<file path="config.mk">
export PLATFORM = sky130hd
export DESIGN_NAME = serial_subtractor
export DESIGN_NICKNAME = d
export VERILOG_FILES = /design/src/rtl/serial_subtractor.sv
export SDC_FILE = /design/constraint.sdc
export NUM_CORES = 1
export LEC_CHECK = 0
export ABC_AREA = 1
export CORE_AREA = 2 2 64 66
export DETAILED_ROUTE_END_ITERATION = 16
export DIE_AREA = 0 0 66 68
export PLACE_DENSITY = 0.5
export SETUP_SLACK_MARGIN = 0.3
export SLEW_MARGIN = 20
export SYNTH_ARGS = -nofsm -noshare
export SYNTH_HDL_FRONTEND = slang
export SYNTH_SLANG_ARGS = --single-unit
export TNS_END_PERCENT = 10
</file>
<file path="constraint.sdc">
create_clock -name clk -period 3.29 [get_ports clk]
set_input_delay 0.329 -clock clk [delete_from_list [all_inputs] [get_ports clk]]
set_output_delay 0.329 -clock clk [all_outputs]
set_load 0.02 [all_outputs]
</file>
<file path="src/rtl/serial_subtractor.sv">
// Bit-serial W-bit subtractor: d = a - b - bin, one bit per clock, LSB first.
// A single full-subtractor cell plus a borrow flop; result committed on the last bit.
module serial_subtractor #(
  parameter int W = 4
) (
  input  logic         clk,
  input  logic         rst,
  input  logic         start,
  input  logic [W-1:0] a,
  input  logic [W-1:0] b,
  input  logic         bin,
  output logic         busy,
  output logic         done,
  output logic [W-1:0] d,
  output logic         bout
);

  localparam int CW = (W > 2) ? $clog2(W) : 1;
  localparam logic [CW-1:0] LAST = CW'(W - 1);

  typedef enum logic [1:0] {
    IDLE  = 2'd0,
    SHIFT = 2'd1,
    DONE  = 2'd2
  } state_t;

  state_t        state_q, state_d;
  logic [W-1:0]  a_q, a_d;
  logic [W-1:0]  b_q, b_d;
  logic [W-1:0]  res_q, res_d;
  logic [W-1:0]  d_q, d_d;
  logic          bout_q, bout_d;
  logic          br_q, br_d;
  logic [CW-1:0] cnt_q, cnt_d;

  logic x, y, diff, br_nx;
  logic [W-1:0] res_sh;

  assign x      = a_q[0];
  assign y      = b_q[0];
  assign diff   = x ^ y ^ br_q;
  assign br_nx  = (~x & y) | (~(x ^ y) & br_q);
  assign res_sh = {diff, res_q[W-1:1]};

  always_comb begin
    state_d = state_q;
    a_d     = a_q;
    b_d     = b_q;
    res_d   = res_q;
    d_d     = d_q;
    bout_d  = bout_q;
    br_d    = br_q;
    cnt_d   = cnt_q;
    unique case (state_q)
      IDLE, DONE: begin
        state_d = IDLE;
        if (start) begin
          state_d = SHIFT;
          a_d     = a;
          b_d     = b;
          br_d    = bin;
          res_d   = '0;
          cnt_d   = '0;
        end
      end
      SHIFT: begin
        a_d   = a_q >> 1;
        b_d   = b_q >> 1;
        br_d  = br_nx;
        res_d = res_sh;
        cnt_d = cnt_q + CW'(1);
        if (cnt_q == LAST) begin
          state_d = DONE;
          d_d     = res_sh;
          bout_d  = br_nx;
        end
      end
      default: state_d = IDLE;
    endcase
  end

  always_ff @(posedge clk) begin
    if (rst) begin
      state_q <= IDLE;
      a_q     <= '0;
      b_q     <= '0;
      res_q   <= '0;
      d_q     <= '0;
      bout_q  <= 1'b0;
      br_q    <= 1'b0;
      cnt_q   <= '0;
    end else begin
      state_q <= state_d;
      a_q     <= a_d;
      b_q     <= b_d;
      res_q   <= res_d;
      d_q     <= d_d;
      bout_q  <= bout_d;
      br_q    <= br_d;
      cnt_q   <= cnt_d;
    end
  end

  assign busy = (state_q == SHIFT);
  assign done = (state_q == DONE);
  assign d    = d_q;
  assign bout = bout_q;

endmodule

</file>
==> impl_metrics.ini, run 1 <==
[timing]
clock.fmax_mhz = 474
hold_violations = 0
max_slew.worst_pin.slew_ns = 0.461
maxSlewViolCount = 0
slew_headroom_pct = 69.2
period_share_pct = 64.1
period_minus_slack_ns = 2.11
tns_ns = 0
grt_setup_unrepaired = no
worst_slack_ns = 1.18
finClkSkew_ns = 0.00387
setup_violations = 0

[global_route]
grt_usage_pct = 9.48
grt_pass1_wl_um = 3240
overflow = 0
grt_pass1_vias = 729
grt_antenna_before_repair = 0
grt_max_degree = 22

[cts]
numCtsBuffers = 3
htree_levels = 1
cts.root.buffer_cell = clkbuf_8
insertion_delay_ns = 0.26
post_cts_resized = 0
clk_path_buf_depth = 2
cts.reportedPaths.clkPinSlew_ns = 0.08
ctsHoldBuffers = 0
clkSinkCount = 21
postCtsSetupBuffers = 0
cts_tree = built

[drt]
drc = 0
wl_um = 1970
wl_per_cell_um = 10.5
ant_nets = 0
num_vias = 809
dr.pass1.iters = 4
drtIter0Drc = 12
viasPerCell = 4.30

[placement]
pre_cts_ws_ns = 1.46
port-buffer-count = 18
placed_area_um2 = 1110
post-dp-hpwl_um = 1350
routabilityCongestion = 0.666
placed_cells = 184

[synthesis]
synth_compound_area_share_pct = 5.97
synth-edff-count = 0
async_flop_share_pct = 0
yosysMostFrequentCell = nand3_1
ys_seq_area_share_pct = 45.6
yosys_register_bits = 21
synth_top_area_share_pct = 45.6
synthMuxAreaShare_pct = 0
synthTopCellsByArea = dfxtp_1 (46%), nand3_1 (14%), nand2_1 (9.4%)
synth.distinct_cells = 17
synth_simple_gate_area_share_pct = 33.6
syn_nets = 137
synth_fa_ha_area_share_pct = 3.53
yosysTopAreaCell = dfxtp_1
synthXorXnorAreaFrac_pct = 0
ys_top_cells_by_count = nand3_1 (25), nand2_1 (23), dfxtp_1 (21), inv_1 (12), nor2_1 (10)
ys.flop_type = dfxtp_1
synth_top_family_by_area = simple AND/OR/NAND/NOR gates
ys_warn_count = 0
synth.avg_cell_area_um2 = 7.50
syn_area_um2 = 922
postSynthCellCount = 123

[floorplanning]
die_y_um = 68
die_width_um = 66
start_util_pct = 23.9
core_area_um2 = 3860
dieArea_um2 = 4490
rows = 23
pin_count = 19

[setup_path]
critPathSlowestCell = clkdlybuf4s50_1
path_class = flop to output port
crit_buf_inv = 2
cp_cell_sequence = inv_2 > nor2_4 > clkdlybuf4s50_1
worstPathArrival_ns = 1.78
critPathMaxStageDelay_ns = 0.69
end_kind = output port
path_delay_family = buffers and inverters
required_ns = 2.96
worstPathMaxFanout = 21
start_kind = flop

[layout]
drive_gt1_share_pct = 6.52
instances_no_fill = 188
fin_nets = 153
syn_to_final_growth_pct = 25.8
n_antenna_cell = 0
finalInstanceArea_um2 = 1160
fill_cells = 426

[run_status]
status = finished clean

[pwr]
power_density_nw_per_um2 = 460
ir_drop_mv = 0.123
p_total_uw = 533
power_leakage_uw = 0.000472

[hold_path]
hold_class = flop to flop

[run]
maxCapViolCount = 0
-- routing by layer --
metal  vias up  routed length (µm)  GRT usage (%)
met5         -                   0              0
met4         0                  44           5.36
met3         5                  60           2.14
met2        15                 862           14.9
met1       364                1000           12.0
li1        425                   -              -
-- flip-flops by register name, indices dropped and copies added (netlist names) --
signal,flops
cnt_q,2
bout,1
br_q,1
d,4
res_q,3
a_q,4
b_q,4
state_q,2
-- cell families after synthesis --
group / Yosys count
AO/OA/AOI/OAI: 11
adder cells (fa/ha/maj): 2
buffers and inverters: 21
flip-flops: 21
AND/OR/NAND/NOR: 68
-- path summary, 6_finish.rpt --
kind                    from  endpoint  slack, ns  cells past startpoint
setup / recovery  state_q[0]      busy       1.18                      3
hold / removal          d[0]      d[0]       0.47                      2
hold reg to reg         d[0]      d[0]       0.47                      2
setup reg to reg  state_q[0]      d[3]       2.00                      6
-- power by group --
group / internal [µW] / switching, µW
Clock: 84.4 / 86.8
Sequential: 269 / 7.20
Combinational: 35.8 / 49.7
-- placed cells by master (no fill, tap or decap) --
cell / instances
nand2_1: 23
a21oi_1: 9
ha_1: 1
dfxtp_1: 21
clkinv_2: 1
clkbuf_8: 3
clkdlybuf4s50_1: 18
nor2_4: 1
inv_1: 12
o21ai_0: 2
nand2_2: 2
nor3_1: 6
fa_1: 1
nand3b_1: 1
nand3_1: 25
nor2_1: 10
inv_2: 2
-- final cells by class --
class	instances	area [µm²]	share of cell area, %
inverters	14	52.6	4.53
multi-input cells	81	398	34.3
clock buffers	3	41.3	3.56
repair buffers	18	180	15.5
flip-flops and latches	21	420	36.2
clock inverters	1	5.00	0.432
well taps	50	62.6	5.39
-- tightest hold or removal path, cell delays in order (launching register included) --
cell and delay (ns):
dfxtp_1 0.31, nand2_1 0.06, a21oi_1 0.05
-- per-stage QoR --
step,hold WS (ns),utilization [%]
2_1_floorplan,0.428,-
3_3_place_gp,0.449,28.9
3_5_place_dp,0.450,28.9
4_1_cts,0.471,30.1
5_1_grt,0.486,30.1
6_report,0.468,30.1
Note: power is estimated with default switching activity, not from simulation.
==> run 2: changes to the inputs <==
PLACE_DENSITY = 0.52   (was 0.5)
clock period = 1.8 ns   (was 3.29 ns; I/O delays follow)
==> impl_metrics.ini, run 2 (synthesized netlist as in run 1, its figures left out) <==
[layout]
n_antenna_cell = 0
final_cell_mix = nand3_1 (25), nand2_1 (23), dfxtp_1 (21)
register_area_um2 = 420
multiInputGateArea_um2 = 398
layout_commonest_cell = nand3_1
drive_gt1_share_pct = 7.14
fin_nets = 155
fill_cells = 449
finalInstanceArea_um2 = 1170
syn_to_final_growth_pct = 27.4
instances_no_fill = 190

[timing]
period_minus_slack_ns = 1.36
hold_violations = 0
max_slew.worst_pin.slew_ns = 0.426
worst_slack_ns = 0.436
finClkSkew_ns = 0.00342
setup_violations = 0
clock.fmax_mhz = 733
maxSlewViolCount = 0
slew_headroom_pct = 71.5
period_share_pct = 75.8
grt_setup_unrepaired = no
tns_ns = 0

[floorplanning]
core_area_um2 = 3860
dieArea_um2 = 4490
start_util_pct = 23.9
rows = 23
die_y_um = 68
die_width_um = 66
pin_count = 19

[placement]
routabilityCongestion = 0.734
pre_cts_ws_ns = 0.380
port-buffer-count = 18
post-dp-hpwl_um = 1420
placed_cells = 186
placed_area_um2 = 1130

[setup_path]
reg2reg_from = state_q[1]
crit_buf_inv = 1
critPathMaxStageDelay_ns = 0.60
required_ns = 1.62
path_delay_family = buffers and inverters
worstPathMaxFanout = 2
critPathSlowestCell = clkdlybuf4s50_1
path_class = flop to output port
worstPathArrival_ns = 1.18
r2r_slack_ns = 0.59
end_kind = output port
worstSetupStartpoint = d[2]
ff2ff_path_depth = 6
start_kind = flop
rr_endpoint = br_q
cp_cell_sequence = clkdlybuf4s50_1

[pwr]
p_total_uw = 962
power_leakage_uw = 0.000501
power_density_nw_per_um2 = 818
ir_drop_mv = 0.290

[drt]
drc = 0
wl_um = 1930
viasPerCell = 4.35
ant_nets = 0
wl_per_cell_um = 10.2
dr.pass1.iters = 4
num_vias = 826
drtIter0Drc = 16

[hold_path]
hold_depth = 2
hold_class = flop to flop
whs_endpoint = d[0]
min_from = d[0]

[global_route]
grt_max_degree = 22
grt_pass1_vias = 761
overflow = 0
grt_antenna_before_repair = 0
grt_pass1_wl_um = 3320
grt_usage_pct = 9.54

[run_status]
status = finished clean

[cts]
clk_path_buf_depth = 2
insertion_delay_ns = 0.25
cts_tree = built
htree_levels = 1
postCtsSetupBuffers = 0
numCtsBuffers = 3
cts.root.buffer_cell = clkbuf_8
cts.reportedPaths.clkPinSlew_ns = 0.07
clkSinkCount = 21

[run]
maxCapViolCount = 0
==> run 2: worst max path at each step <==
stage / end / slack (ns) / depth (start not counted)
after floorplan: res_q[3] / 0.72 / 3
after global placement: br_q / 0.41 / 6
after detailed placement: br_q / 0.38 / 6
after CTS: done / 0.20 / 3
after global routing: br_q / 0.37 / 6
final: d[2] / 0.44 / 1
==> run 2: per-layer routing <==
| metal | share of wire [%] | wire [µm] | global-route usage [%] | up-vias |
|---|---|---|---|---|
| met5 | 0 | 0 | 0 | - |
| met4 | 0.52 | 10 | 3.06 | 0 |
| met3 | 3.7 | 71 | 1.97 | 2 |
| met2 | 48 | 934 | 16.0 | 11 |
| met1 | 47 | 915 | 12.3 | 385 |
| li1 | - | - | - | 428 |
==> run 2: through the flow <==
step | hold WS, ns | utilization (%)
after floorplan | 0.322 | -
after global placement | 0.453 | 29.3
after detailed placement | 0.460 | 29.3
after CTS | 0.472 | 30.4
after global routing | 0.489 | 30.5
final | 0.467 | 30.5
==> run 2: layout make-up <==
cell class | count | share of cell area [%]
Inverter | 14 | 4.47
Clock buffer | 4 | 3.83
Multi-Input combinational cell | 81 | 33.9
Tap cell | 50 | 5.32
Sequential cell | 21 | 35.8
Timing Repair Buffer | 20 | 16.7
==> run 2: power breakdown <==
part	internal, µW	leakage, µW	switching, µW	total, µW
Clock	157	0.0000228	138	295
Sequential	492	0.000172	13.1	505
Combinational	68.2	0.000306	93.0	161
==> run 2: tightest hold or removal path: cells and delay by family (launching register included) <==
kind            cells  cell delay, ns
simple gates        1            0.06
compound gates      1            0.05
flops               1            0.31
==> run 2: repair_timing <==
item	CTS	global route
endpoints found under the hold margin	0	0
hold buffers	0	0
pin swaps	0	0
endpoints found under the setup margin	2	1
resized for setup	1	1
